==> config.mk <==
export PLATFORM = sky130hd
export DESIGN_NAME = prefetch_queue
export DESIGN_NICKNAME = d
export VERILOG_FILES = /design/src/rtl/prefetch_queue_pkg.sv /design/src/rtl/prefetch_queue_word_fifo.sv /design/src/rtl/prefetch_queue.sv
export SDC_FILE = /design/constraint.sdc
export NUM_CORES = 1
export LEC_CHECK = 0
export ABC_AREA = 1
export CAP_MARGIN = 40
export CORE_MARGIN = 2
export CORE_UTILIZATION = 25
export DETAILED_ROUTE_END_ITERATION = 7
export DONT_BUFFER_PORTS = 1
export SYNTH_ARGS = -nofsm -noshare
export SYNTH_HDL_FRONTEND = slang
export SYNTH_SLANG_ARGS = --single-unit
==> constraint.sdc <==
create_clock -name clk -period 2.1 [get_ports clk]
set_input_delay 0.105 -clock clk [delete_from_list [all_inputs] [get_ports clk]]
set_output_delay 0.105 -clock clk [all_outputs]
set_load 0.05 [all_outputs]
==> src/rtl/prefetch_queue_pkg.sv <==
// Shared constants and helpers for the instruction prefetch front end.
package prefetch_queue_pkg;

    // Default geometry of the fetch path.
    localparam int PQ_NSHIFT         = 2;
    localparam int PQ_WORD_BITS      = 16;
    localparam int PQ_DEPTH          = 2;
    localparam int PQ_BEATS_PER_WORD = PQ_WORD_BITS / PQ_NSHIFT;

    // Phases of a TX/RX fetch transaction as seen by the bus side.
    typedef enum logic [1:0] {
        TX_IDLE = 2'd0,
        TX_CMD  = 2'd1,
        TX_DATA = 2'd2
    } tx_phase_e;

    // Requesters sharing the fetch path.
    typedef enum logic [1:0] {
        SRC_INST = 2'd0,
        SRC_IMM  = 2'd1,
        SRC_DATA = 2'd2
    } src_e;

    // Width of a counter that must hold 0 .. n-1 (never narrower than 1 bit).
    function automatic int beat_cnt_width(input int n);
        return (n > 1) ? $clog2(n) : 1;
    endfunction

endpackage

==> src/rtl/prefetch_queue_word_fifo.sv <==
// Small register FIFO of fetched words with occupancy count and synchronous clear.
module prefetch_queue_word_fifo
    import prefetch_queue_pkg::*;
#(
    parameter int WIDTH = PQ_WORD_BITS,
    parameter int DEPTH = PQ_DEPTH
) (
    input  logic                         clk,
    input  logic                         reset,
    input  logic                         clear,
    input  logic                         push,
    input  logic [WIDTH-1:0]             push_data,
    input  logic                         pop,
    output logic [WIDTH-1:0]             head,
    output logic [$clog2(DEPTH+1)-1:0]   count
);

    localparam int PW = beat_cnt_width(DEPTH);
    localparam int CW = $clog2(DEPTH + 1);
    localparam logic [PW-1:0] LAST_PTR = PW'(DEPTH - 1);

    logic [WIDTH-1:0] mem_reg [DEPTH];
    logic [PW-1:0]    rd_ptr_reg;
    logic [PW-1:0]    wr_ptr_reg;
    logic [CW-1:0]    count_reg;
    logic [DEPTH-1:0] wr_en;

    // Pointers wrap explicitly so non-power-of-two depths work.
    function automatic logic [PW-1:0] next_ptr(input logic [PW-1:0] p);
        return (p == LAST_PTR) ? '0 : p + 1'b1;
    endfunction

    genvar gi;
    generate
        for (gi = 0; gi < DEPTH; gi++) begin : g_wr_en
            assign wr_en[gi] = push && (wr_ptr_reg == PW'(gi));
        end
    endgenerate

    // Entry storage: only the addressed slot captures the pushed word.
    always_ff @(posedge clk) begin
        for (int i = 0; i < DEPTH; i++) begin
            if (wr_en[i]) begin
                mem_reg[i] <= push_data;
            end
        end
    end

    // Pointer and occupancy bookkeeping; clear drops everything queued.
    always_ff @(posedge clk) begin
        if (reset || clear) begin
            rd_ptr_reg <= '0;
            wr_ptr_reg <= '0;
            count_reg  <= '0;
        end else begin
            if (push) begin
                wr_ptr_reg <= next_ptr(wr_ptr_reg);
            end
            if (pop) begin
                rd_ptr_reg <= next_ptr(rd_ptr_reg);
            end
            if (push && !pop) begin
                count_reg <= count_reg + 1'b1;
            end else if (pop && !push) begin
                count_reg <= count_reg - 1'b1;
            end
        end
    end

    assign head  = mem_reg[rd_ptr_reg];
    assign count = count_reg;

    // Fetch control never requests a word that would not fit.
    a_no_overflow: assert property (@(posedge clk) disable iff (reset)
        !(push && !pop && !clear && (count_reg == CW'(DEPTH))));

endmodule

==> src/rtl/prefetch_queue.sv <==
// Instruction prefetch front end: assembles serial fetch beats into words,
// queues them, and serves the decoder's instruction and immediate registers.
module prefetch_queue
    import prefetch_queue_pkg::*;
#(
    parameter int NSHIFT    = PQ_NSHIFT,
    parameter int WORD_BITS = PQ_WORD_BITS,
    parameter int DEPTH     = PQ_DEPTH
) (
    input  logic                 clk,
    input  logic                 reset,
    output logic                 fetch_req,
    input  logic                 fetch_ack,
    input  logic                 fetch_data_valid,
    input  logic [NSHIFT-1:0]    fetch_data,
    input  logic                 flush,
    input  logic                 block_prefetch,
    output logic                 prefetch_idle,
    output logic                 inst_valid,
    output logic [WORD_BITS-1:0] inst,
    input  logic                 inst_done,
    input  logic                 load_imm16,
    output logic                 imm16_loaded,
    output logic [WORD_BITS-1:0] imm_full,
    output logic [NSHIFT-1:0]    imm_data,
    input  logic                 next_imm_data
);

    localparam int BEATS = WORD_BITS / NSHIFT;
    localparam int BW    = beat_cnt_width(BEATS);
    localparam int CW    = $clog2(DEPTH + 1);
    localparam logic [BW-1:0] LAST_BEAT = BW'(BEATS - 1);
    localparam logic [CW-1:0] DEPTH_C   = CW'(DEPTH);

    logic [BW-1:0]               beat_cnt_reg;
    logic [WORD_BITS-NSHIFT-1:0] asm_reg;
    logic                        in_flight_reg;
    logic                        discard_reg;
    logic [WORD_BITS-1:0]        inst_reg;
    logic                        inst_valid_reg;
    logic [WORD_BITS-1:0]        imm_reg;
    logic                        imm_loaded_reg;

    logic [WORD_BITS-1:0]        word_next;
    logic                        beat_accept;
    logic                        last_beat;
    logic                        q_push;
    logic                        q_pop;
    logic                        imm_pop;
    logic                        inst_pop;
    logic                        q_nonempty;
    logic [WORD_BITS-1:0]        q_head;
    logic [CW-1:0]               q_count;
    logic                        fetch_req_int;

    // Beats are LSB-first, so each new beat enters at the top of the word.
    assign word_next   = {fetch_data, asm_reg};
    // Stray beats with nothing in flight (e.g. after a reset) are ignored.
    assign beat_accept = fetch_data_valid && in_flight_reg;
    assign last_beat   = beat_accept && (beat_cnt_reg == LAST_BEAT);
    // A word that was in flight across a flush, or completes during one, is dropped.
    assign q_push      = last_beat && !discard_reg && !flush;

    assign q_nonempty  = (q_count != '0);
    // Immediate load wins over refill; it never coincides with inst_done so
    // at most one consumer pops per cycle. Nothing pops in a flush cycle
    // because the queued words belong to the old instruction stream.
    assign imm_pop  = !flush && load_imm16 && !imm_loaded_reg && inst_valid_reg
                      && !inst_done && q_nonempty;
    assign inst_pop = !flush && (!inst_valid_reg || inst_done) && q_nonempty && !imm_pop;
    assign q_pop    = imm_pop || inst_pop;

    assign fetch_req_int = !reset && !block_prefetch && !flush && !in_flight_reg
                           && (q_count < DEPTH_C);

    prefetch_queue_word_fifo #(
        .WIDTH (WORD_BITS),
        .DEPTH (DEPTH)
    ) u_word_fifo (
        .clk       (clk),
        .reset     (reset),
        .clear     (flush),
        .push      (q_push),
        .push_data (word_next),
        .pop       (q_pop),
        .head      (q_head),
        .count     (q_count)
    );

    // Beat assembly plus in-flight / discard tracking for the outstanding word.
    // An in-flight word keeps counting through a flush so the bus transaction
    // still terminates on its 8th beat; only its contents are thrown away.
    always_ff @(posedge clk) begin
        if (reset) begin
            beat_cnt_reg  <= '0;
            asm_reg       <= '0;
            in_flight_reg <= 1'b0;
            discard_reg   <= 1'b0;
        end else begin
            if (beat_accept) begin
                asm_reg      <= word_next[WORD_BITS-1:NSHIFT];
                beat_cnt_reg <= last_beat ? '0 : beat_cnt_reg + 1'b1;
            end else if (flush && !in_flight_reg) begin
                beat_cnt_reg <= '0;
            end

            if (last_beat) begin
                in_flight_reg <= 1'b0;
            end else if (fetch_req_int && fetch_ack) begin
                in_flight_reg <= 1'b1;
            end

            if (last_beat) begin
                discard_reg <= 1'b0;
            end else if (flush && in_flight_reg) begin
                discard_reg <= 1'b1;
            end
        end
    end

    // Instruction register: refill from the queue head, or go empty on inst_done.
    always_ff @(posedge clk) begin
        if (reset) begin
            inst_reg       <= '0;
            inst_valid_reg <= 1'b0;
        end else if (inst_pop) begin
            inst_reg       <= q_head;
            inst_valid_reg <= 1'b1;
        end else if (inst_done) begin
            inst_valid_reg <= 1'b0;
        end
    end

    // Immediate register: load from the queue head, then stream out NSHIFT bits at a time.
    always_ff @(posedge clk) begin
        if (reset) begin
            imm_reg        <= '0;
            imm_loaded_reg <= 1'b0;
        end else begin
            if (imm_pop) begin
                imm_reg <= q_head;
            end else if (next_imm_data && imm_loaded_reg) begin
                imm_reg <= {{NSHIFT{1'b0}}, imm_reg[WORD_BITS-1:NSHIFT]};
            end

            if (imm_pop) begin
                imm_loaded_reg <= 1'b1;
            end else if (inst_done) begin
                imm_loaded_reg <= 1'b0;
            end
        end
    end

    assign fetch_req     = fetch_req_int;
    assign prefetch_idle = !reset && !in_flight_reg && !fetch_req_int;
    assign inst_valid    = inst_valid_reg;
    assign inst          = inst_reg;
    assign imm16_loaded  = imm_loaded_reg;
    assign imm_full      = imm_reg;
    assign imm_data      = imm_reg[NSHIFT-1:0];

endmodule
==> summary.md, run 1 <==
| Metric | Value |
|---|---|
| Critical path arrival | 2.01 ns |
| Die footprint | 16120 um^2 |
| Worst path cell trace | ha_1 -> ha_1 -> nand3_1 -> inv_1 -> ha_1 -> a21oi_1 -> nand2_1 -> o21ai_0 -> nor2_1 |
| Chip Width | 127.0 um |
| Psw | 0.7477 mW |
| Worst setup SP type | register |
| Pre-CTS setup slack | 0.3359 ns |
| Worst clock skew | 0.008488 ns |
| Synthesized instance count | 443 |
| Reg2Reg Depth | 9 |
| Worst-margin pin slew | 0.6263 ns |
| CTS-repair resized insts | 0 |
| Comb power frac | 2.2% |
| Routability Congestion | 0.7147 |
| Fmax | 561.9 MHz |
| Net Sw Frac | 21.32% |
| Synth top area cells | dfxtp_1 (31%), edfxtp_1 (25%), nand2_1 (12%), a21oi_1 (5.2%), nand3_1 (5.0%) |
| Max transition margin | 58.20% |
| Iteration count of the initial detailed-routing pass | 6 |
| Crit end category | register |
| CTS Buf Count | 9 |
| Yosys Warn Count | 0 |
| Yosys cell types | 26 |
| Initial drt markers | 166 |
| Critical Path RT | 2.33 ns |
| Detail Placement HPWL | 5912 um |
| Slowest cell on crit path | dfxtp_1 |
| TritonCTS clock tree | yes |
| Worst setup margin | 0.3204 ns |
| TNS Setup | 0 ns |
| Hold Vio Cnt, Final | 0 |
| Hold Path Class | in2reg |
| CP peak stage delay | 0.33 ns |
| Largest register FFs | 32 |
| Critical path class | reg2reg |
| IO Port Bufs | 0 |
| Mean post-synth cell area | 8.535 um^2 |
| Top-area cell type share of the netlist area | 30.71% |
| Grt total ovfl | 0 |
| Clk root buf | clkbuf_16 |
| LEAKAGE | 1.762 nW |
| Period minus WS final | 1.780 ns |
| Max Cap Viol | 0 |
| Final Setup Violations | 0 |
| Mapped Nets | 457 |
| First-pass GRT wire length | 14200 um |
| WL/cell | 13.09 um |
| P per Cell Area | 797.3 nW/um^2 |
| Synth Cell Area | 3781 um^2 |
| Sequential share of power | 51.7% |
| Sequential share of the synthesized area | 56.12% |
| Outcome | completed |
| Core footprint | 14640 um^2 |
| Hold path depth | 3 |
| IO Count | 49 |
| Cell mode on critical path | ha_1 |
| Vias in the first global route | 2809 |
| Fin crit share | 84.74% |
| Largest net degree at the start of global routing | 39 |
| Layout cell share with drive strength beyond 1 | 13.33% |
| Vias/cell | 4.522 |
| RSZ-0062 raised after global routing | no |
| All-Layer GR Usage | 11.03% |
| Slew Limit Fails | 0 |
| Clk pwr share | 46.1% |
| Initial antenna violation count | 1 |
| VDD IR max | 428.6 uV |
| Ant diodes | 0 |
| Seq cells post-synth | 90 |
| Internal Pwr Total | 2.760 mW |
| Max H-tree Level | 3 |
| Chip Height | 127.0 um |
| Worst-Skew Late Latency | 0.34 ns |
| Routed WL | 8497 um |
| Initial Util | 25.82% |
| Critical-path maximum fanout | 5 |
| Routed vias | 2935 |
| Clock Tree Buf Depth | 2 |
| Num rows | 44 |
| Area delta synth->final | 16.35% |
| Final net count | 474 |
| Leading area contributor after synthesis | dfxtp_1 |
| Post-route ant nets | 0 |
| DRC Markers | 0 |
| Clock sinks | 90 |
| Clock-pin slew on the worst setup and hold paths | 0.07 ns |
==> Yosys cell counts <==
cell type,number
nor2_2,5
o21ai_0,18
a21oi_2,5
nand3b_1,1
a21oi_1,39
nand4_1,14
dfxtp_1,58
buf_6,4
ha_1,3
buf_8,1
edfxtp_1,32
inv_2,4
nor2_1,37
inv_1,40
nand3_1,38
nand2_1,117
buf_4,8
clkbuf_1,5
nand3_2,1
nor2_4,1
nand2_4,1
or2_2,1
buf_1,1
nand2_2,3
and2_2,1
buf_2,5
==> critical path: cells and delay by family (launching register included) <==
family	cells	cell delay (ns)
buffers and inverters	1	0.07
flip-flops	1	0.33
adder cells (fa/ha/maj)	3	0.69
AND/OR/NAND/NOR	3	0.28
AO/OA/AOI/OAI	2	0.30
==> timing repair <==
action                                 4_1_cts  5_1_grt
setup buffers                                0        0
hold buffers                                 7        0
endpoints found under the hold margin       47        0
==> metrics by stage <==
step	power [mW]	hold slack (ns)	utilization, %	std cells	cell area (um^2)
floorplan	1.900	0.2039	-	443	3782
global placement	1.899	0.1794	27.44	626	4018
detailed placement	1.901	0.1810	27.44	626	4018
CTS	3.534	0.01047	30.04	649	4399
global route	3.621	0.03580	30.04	649	4399
finish	3.507	0.01390	30.04	649	4399
==> cell families after synthesis <==
kind of cell | count (synthesis) | synth area share (%)
adders and majority gates | 3 | 0.9928
DFF | 90 | 56.12
buffers and inverters | 68 | 8.802
AOI/OAI and AO/OA | 62 | 8.703
and+or+nand+nor | 220 | 25.38
==> per-layer routing <==
layer,routed length [um],GRT usage [%],vias up,part of all wire [%]
met2,4119,18.41,74,48
met1,3806,13.39,1371,45
met4,96,3.491,2,1.1
met3,461,3.894,10,5.4
li1,-,-,1478,-
met5,13,0,-,0.15
==> final cells by class <==
class	instances	area [um^2]
fill	1526	10240
sequential	90	2123
multi-input combinational	285	1326
timing repair buffer	30	252.7
tap	184	230.2
clock buffer	9	225.2
inverter	44	165.2
clock inverter	7	76.32
==> power groups by stage <==
stage	registers (mW)	clock network (mW)	logic [mW]
5_1_grt	1.81	1.72	0.0855
3_5_place_dp	1.85	0	0.0497
4_1_cts	1.81	1.65	0.0764
3_3_place_gp	1.85	0	0.0488
2_1_floorplan	1.85	0	0.0514
6_report	1.81	1.62	0.0766
==> path summary, 6_finish.rpt <==
check,slack [ns],startpoint,end
hold / removal,0.01,flush,beat_cnt_reg[0]$_SDFFE_PP0P_
setup reg to reg,0.32,beat_cnt_reg[0]$_SDFFE_PP0P_,u_word_fifo.count[1]$_SDFFE_PP0P_
hold reg to reg,0.46,asm_reg[0]$_SDFFE_PP0P_,u_word_fifo.mem_reg[1][0]$_DFFE_PP_
setup / recovery,0.32,beat_cnt_reg[0]$_SDFFE_PP0P_,u_word_fifo.count[1]$_SDFFE_PP0P_
==> cell usage in the layout (no fill, tap or decap), types with 2 or more instances in the layout <==
cell,netlist,final
a21oi_2,5,5
inv_1,40,40
nand3_1,38,38
edfxtp_1,32,32
inv_2,4,4
inv_6,0,2
o21ai_0,18,18
ha_1,3,3
clkinv_4,0,2
nand4_1,14,14
nand2_1,117,117
clkbuf_16,0,9
a21oi_1,39,39
buf_4,8,23
nand2_2,3,3
nor2_1,37,37
dlygate4sd3_1,0,6
dfxtp_1,58,57
nor2_2,5,5
(Power assumes the default switching activity.)
==> inputs of run 2 (changes only) <==
--- a/config.mk
+++ b/config.mk
@@ -5,7 +5,7 @@
 export SDC_FILE = /design/constraint.sdc
 export NUM_CORES = 1
 export LEC_CHECK = 0
-export ABC_AREA = 1
+export ABC_AREA = 0
 export CAP_MARGIN = 40
 export CORE_MARGIN = 2
 export CORE_UTILIZATION = 25
==> constraint.sdc (replaced) <==
create_clock -name clk -period 1.6 [get_ports clk]
set_input_delay 0.08 -clock clk [delete_from_list [all_inputs] [get_ports clk]]
set_output_delay 0.08 -clock clk [all_outputs]
set_load 0.05 [all_outputs]
==> summary.md, run 2 <==
| Metric | Value |
|---|---|
| Clk root buf | clkbuf_16 |
| Crit end category | register |
| Violated checks | hold timing, setup timing |
| First-pass GRT wire length | 13750 um |
| Worst-margin pin slew | 0.5550 ns |
| Hold Path Class | in2reg |
| Fin crit share | 106.5% |
| Worst reg2reg path endpoint | u_word_fifo.mem_reg[0][7]$_DFFE_PP_ |
| Top-area cell type share of the netlist area | 30.95% |
| TritonCTS clock tree | yes |
| Most frequent cells in the layout | dfxtp_1 (53), buf_4 (48), nand2_1 (46) |
| Slowest cell on crit path | or4_4 |
| Max Cap Viol | 0 |
| Worst path cell trace | ha_4 -> ha_4 -> nand3_4 -> or4_4 -> clkinvlp_4 -> buf_12 |
| Vias in the first global route | 2626 |
| Iteration count of the initial detailed-routing pass | 5 |
| Num rows | 44 |
| Routed vias | 2752 |
| Vias/cell | 4.720 |
| Synth async-reset ratio | 0% |
| Hold path depth | 2 |
| # placed instances | 555 |
| Detail Placement HPWL | 5848 um |
| Slew Limit Fails | 0 |
| Critical Path RT | 1.65 ns |
| Largest net degree at the start of global routing | 57 |
| Fin Hold WS | -0.07684 ns |
| CP peak stage delay | 0.45 ns |
| Worst setup margin | -0.1033 ns |
| VDD IR max | 433.7 uV |
| WP buf/inv | 2 |
| Final net count | 408 |
| Ant diodes | 0 |
| Core footprint | 14590 um^2 |
| Outcome | complete, but fails checks |
| Min-delay src | flush |
| CTS Hold Buffers Added | 12 |
| Ys flop type | dfxtp_1 |
| Number of synthesized flops with an enable pin | 32 |
| IO Count | 49 |
| All-Layer GR Usage | 10.84% |
| P per Cell Area | 925.4 nW/um^2 |
| Layout cell share with drive strength beyond 1 | 31.33% |
| Count leader, synth | dfxtp_1 |
| Clock-pin slew on the worst setup and hold paths | 0.06 ns |
| Initial Util | 25.71% |
| Hold path endpoint | beat_cnt_reg[0]$_SDFFE_PP0P_ |
| Mean post-synth cell area | 10.81 um^2 |
| Top Family by Delay on Critical Path | simple AND/OR/NAND/NOR gates |
| Most frequent cells after synthesis | dfxtp_1 (58), nand2_1 (46), nor3_1 (41) |
| IO Port Bufs | 0 |
| Most common cell after layout, fill and taps aside | dfxtp_1 |
| Max transition margin | 62.87% |
| Largest register FFs | 32 |
| Period minus WS final | 1.703 ns |
| Worst clock skew | 0.005854 ns |
| Initial antenna violation count | 0 |
| LEAKAGE | 1.525 nW |
| Hold Vio Cnt, Final | 3 |
| Non-filler cells, final | 583 |
| Leading area contributor after synthesis | dfxtp_1 |
| Post-route ant nets | 0 |
| Reg2Reg Depth | 6 |
| Chip Height | 126.5 um |
| Fill cells | 1452 |
| Postcts setup bufs | 0 |
| Clock Tree Buf Depth | 2 |
| Die footprint | 16000 um^2 |
| Routability Congestion | 0.7035 |
| Synth top area cells | dfxtp_1 (31%), edfxtp_1 (26%), nor3_1 (5.5%), a21oi_1 (5.3%), mux2_2 (5.1%) |
| Worst-Skew Late Latency | 0.34 ns |
| Initial drt markers | 142 |
| Cell mode on critical path | ha_4 |
| RSZ-0062 raised after global routing | yes |
| Critical path class | reg2reg |
| DRC Markers | 0 |
| Area delta synth->final | 27.32% |
| Setup slack, reg-to-reg | -0.10 ns |
| Critical path arrival | 1.75 ns |
| Seq cells post-synth | 90 |
| Placed inst area | 4328 um^2 |
| Fmax | 587.1 MHz |
| Sequential share of the synthesized area | 56.57% |
| Chip Width | 126.5 um |
| Critical-path maximum fanout | 16 |
| Yosys Warn Count | 0 |
| Reg-to-reg startpoint | beat_cnt_reg[0]$_SDFFE_PP0P_ |
| Synth Cell Area | 3751 um^2 |
| Yosys cell types | 40 |
| Clock sinks | 90 |
| Worst setup SP type | register |
| Synthesized instance count | 347 |
| Design area | 4776 um^2 |
| CTS Buf Count | 9 |
| Max H-tree Level | 3 |
| Grt total ovfl | 0 |
| Mapped Nets | 361 |
| Routed WL | 8475 um |
| Utilization after layout | 32.74% |
| Final Total Pwr | 4.420 mW |
| Final Setup Violations | 17 |
| WL/cell | 14.54 um |
[run 2: kinds of logic (layout without fill, tap and decap cells)]
family	after synthesis	after routing	synth area share (%)
flip-flops	90	90	56.57
multiplexers	19	19	5.637
AND/OR/NAND/NOR	136	136	19.05
adder cells (fa/ha/maj)	3	3	1.001
buffers and inverters	32	84	4.903
XOR/XNOR	2	2	0.4671
AO/OA/AOI/OAI	65	65	12.37
[run 2: routing by layer]
| metal | wire (um) | vias to the layer above | track usage, % |
|---|---|---|---|
| li1 | - | 1357 | - |
| met5 | 0 | - | 0 |
| met1 | 3878 | 1327 | 13.57 |
| met4 | 113 | 0 | 4.008 |
| met3 | 438 | 11 | 4.133 |
| met2 | 4045 | 57 | 17.02 |
[run 2: repair_timing]
action | in CTS | in global routing
hold endpoints to repair | 62 | 3
resized for setup | 2 | 6
endpoints found under the setup margin | 18 | 21
pin swaps | 0 | 2
[run 2: cell type report]
class	instances	area, um^2	area share [%]
clock buffer	11	242.7	5.083
sequential	90	2131	44.62
multi-input combinational	225	1514	31.70
inverter	1	7.507	0.1572
clock inverter	5	30.03	0.6288
tap	184	230.2	4.821
timing repair buffer	67	620.6	12.99
[run 2: through the flow]
stage	setup TNS [ns]	setup slack, ns
after floorplan	-1.446	-0.1999
after global placement	-1.061	-0.09620
after detailed placement	-1.437	-0.1290
after CTS	-1.527	-0.09483
after global routing	-2.366	-0.1418
final	-1.625	-0.1033
[run 2: power breakdown]
group / leakage [nW] / internal, mW / switching, mW
registers: 0.735 / 2.35 / 0.00310
logic: 0.656 / 0.0433 / 0.0621
clock network: 0.133 / 1.09 / 0.867
[run 2: worst max-delay path by stage]
stage / cells after the start / end / start / slack (ns)
detailed placement: 7 / u_word_fifo.count[1]$_SDFFE_PP0P_ / beat_cnt_reg[0]$_SDFFE_PP0P_ / -0.13
CTS: 6 / u_word_fifo.mem_reg[0][7]$_DFFE_PP_ / beat_cnt_reg[0]$_SDFFE_PP0P_ / -0.09
finish: 6 / u_word_fifo.mem_reg[0][7]$_DFFE_PP_ / beat_cnt_reg[0]$_SDFFE_PP0P_ / -0.10
global placement: 7 / u_word_fifo.count[1]$_SDFFE_PP0P_ / beat_cnt_reg[0]$_SDFFE_PP0P_ / -0.1
floorplan: 6 / u_word_fifo.count[1]$_SDFFE_PP0P_ / imm16_loaded$_SDFFE_PP0P_ / -0.20
global route: 6 / u_word_fifo.mem_reg[0][7]$_DFFE_PP_ / beat_cnt_reg[0]$_SDFFE_PP0P_ / -0.14
[run 2: worst reg2reg max path, stage by stage, from the launching register on]
cell	delay [ns]
dfxtp_2	0.36
ha_4	0.14
ha_4	0.13
nand3_4	0.09
or4_4	0.45
clkinvlp_4	0.10
buf_12	0.14
==> inputs of run 3 (changes only) <==
--- a/config.mk
+++ b/config.mk
@@ -11,6 +11,7 @@
 export CORE_UTILIZATION = 25
 export DETAILED_ROUTE_END_ITERATION = 7
 export DONT_BUFFER_PORTS = 1
+export PLACE_DENSITY = 0.49
 export SYNTH_ARGS = -nofsm -noshare
 export SYNTH_HDL_FRONTEND = slang
 export SYNTH_SLANG_ARGS = --single-unit
==> summary.md, run 3 (synthesis gave the netlist of run 2 again) <==
| Metric | Value |
|---|---|
| Violated checks | hold timing, setup timing |
| Num rows | 44 |
| Max transition margin | 62.50% |
| Internal Pwr Total | 3.446 mW |
| Clk root buf | clkbuf_16 |
| TNS Setup | -1.477 ns |
| Fin crit share | 105.8% |
| Hold Path Class | in2reg |
| Multi-input logic area | 1518 um^2 |
| Net Sw Frac | 21.27% |
| Cell mode on critical path | ha_4 |
| # placed instances | 555 |
| Initial antenna violation count | 0 |
| Period minus WS final | 1.693 ns |
| Layout cell share with drive strength beyond 1 | 31.50% |
| Worst clock skew | 0.008596 ns |
| Critical path arrival | 1.74 ns |
| Storage element area | 2131 um^2 |
| WP buf/inv | 2 |
| Clk pwr share | 43.7% |
| Clock Tree Buf Depth | 2 |
| Critical-path maximum fanout | 16 |
| Worst setup margin | -0.09298 ns |
| Routing usage on met2 | 17.11% |
| Met3 usage | 2.910% |
| Non-filler cells, final | 584 |
| LEAKAGE | 1.514 nW |
| Vias in the first global route | 2742 |
| Ant diodes | 0 |
| Busiest grt layer | met2 |
| Fmax | 590.7 MHz |
| VDD IR max | 533.5 uV |
| Worst path cell trace | ha_4 -> ha_4 -> nand3_4 -> or4_4 -> clkinvlp_4 -> buf_12 |
| Final net count | 409 |
| Largest register FFs | 32 |
| Fin Hold WS | -0.08478 ns |
| Routed vias | 2734 |
| Detail Placement HPWL | 5747 um |
| Slowest cell on crit path | or4_4 |
| Hold Vio Cnt, Final | 3 |
| Crit end category | register |
| Largest net degree at the start of global routing | 57 |
| Clock sinks | 90 |
| Die footprint | 16000 um^2 |
| Psw | 0.9309 mW |
| Top Family by Delay on Critical Path | simple AND/OR/NAND/NOR gates |
| Chip Width | 126.5 um |
| CTS Hold Buffers Added | 12 |
| Final Setup Violations | 17 |
| GR Layer Usage met1 | 14.26% |
| Iteration count of the initial detailed-routing pass | 4 |
| IO Port Bufs | 0 |
| P per Cell Area | 917.4 nW/um^2 |
| Vias/cell | 4.682 |
| Core footprint | 14590 um^2 |
| Chip Height | 126.5 um |
| Routed WL | 8475 um |
| Routability Congestion | 0.6741 |
| IO Count | 49 |
| Worst setup SP type | register |
| Design area | 4771 um^2 |
| Critical Path RT | 1.65 ns |
| Comb power frac | 2.4% |
| Slew Limit Fails | 0 |
| Most common cell after layout, fill and taps aside | dfxtp_1 |
| Sequential share of power | 53.9% |
| Post-route ant nets | 0 |
| Max H-tree Level | 3 |
| Fill cells | 1455 |
| DRC Markers | 0 |
| WL/cell | 14.51 um |
| Worst-margin pin slew | 0.5607 ns |
| TritonCTS clock tree | yes |
| Utilization after layout | 32.70% |
| Grt total ovfl | 0 |
| Area delta synth->final | 27.18% |
| CTS Buf Count | 9 |
| RSZ-0062 raised after global routing | yes |
| First-pass GRT wire length | 13960 um |
| Outcome | complete, but fails checks |
| Placed inst area | 4319 um^2 |
| Max Cap Viol | 0 |
| Initial drt markers | 124 |
| Worst-Skew Late Latency | 0.34 ns |
| CP peak stage delay | 0.44 ns |
| All-Layer GR Usage | 10.90% |
| Clock-pin slew on the worst setup and hold paths | 0.07 ns |
| Critical path class | reg2reg |
| Most frequent cells in the layout | dfxtp_1 (53), buf_4 (49), nand2_1 (46) |
| Initial Util | 25.71% |
[run 3: cell types whose count changed in the layout (fill, tap and decap cells not counted), sizes merged]
cell	change
buf	+1
clkinvlp	+1
inv	-1
[run 3: repair_timing]
item	CTS	global route
pin swaps	0	1
buffers inserted	0	1
resized for setup	2	7
endpoints found under the hold margin	62	3
endpoints found under the setup margin	18	23
[run 3: metal layers]
metal  wire [um]  up-vias
li1            -     1359
met1        4089     1325
met2        3894       39
met3         344       11
met4         146        0
met5           0        -
[run 3: worst paths after layout]
path | startpoint | endpoint | slack, ns | depth (start not counted)
worst max-delay path | beat_cnt_reg[0]$_SDFFE_PP0P_ | u_word_fifo.mem_reg[0][5]$_DFFE_PP_ | -0.09 | 6
worst min-delay path | flush | beat_cnt_reg[0]$_SDFFE_PP0P_ | -0.08 | 2
worst max register to register | beat_cnt_reg[0]$_SDFFE_PP0P_ | u_word_fifo.mem_reg[0][5]$_DFFE_PP_ | -0.09 | 6
worst min register to register | asm_reg[11]$_SDFFE_PP0P_ | asm_reg[9]$_SDFFE_PP0P_ | 0.49 | 2
[run 3: layout make-up]
| class | count | area share, % |
|---|---|---|
| inverter | 1 | 0.1574 |
| clock inverter | 5 | 0.6819 |
| sequential | 90 | 44.66 |
| timing repair buffer | 68 | 12.98 |
| multi-input combinational | 225 | 31.81 |
| tap | 184 | 4.826 |
| clock buffer | 11 | 4.878 |
[run 3: worst reg2reg max path, cell delays in order (launching register included)]
cell        delay [ns]
dfxtp_2           0.35
ha_4              0.14
ha_4              0.13
nand3_4           0.09
or4_4             0.44
clkinvlp_4        0.10
buf_12            0.15
[run 3: stage by stage]
| step | total power, mW | worst slack, ns |
|---|---|---|
| 2_1_floorplan | 2.470 | -0.1999 |
| 3_3_place_gp | 2.450 | -0.09906 |
| 3_5_place_dp | 2.451 | -0.1431 |
| 4_1_cts | 4.411 | -0.09189 |
| 5_1_grt | 4.509 | -0.2000 |
| 6_report | 4.377 | -0.09298 |
[run 3: power groups by stage]
stage / clock, mW / combinational [mW] / sequential (mW)
after global placement: 0 / 0.0431 / 2.41
final: 1.91 / 0.106 / 2.36
after floorplan: 0 / 0.0626 / 2.41
after global routing: 2.04 / 0.114 / 2.36
after CTS: 1.95 / 0.103 / 2.36
after detailed placement: 0 / 0.0436 / 2.41
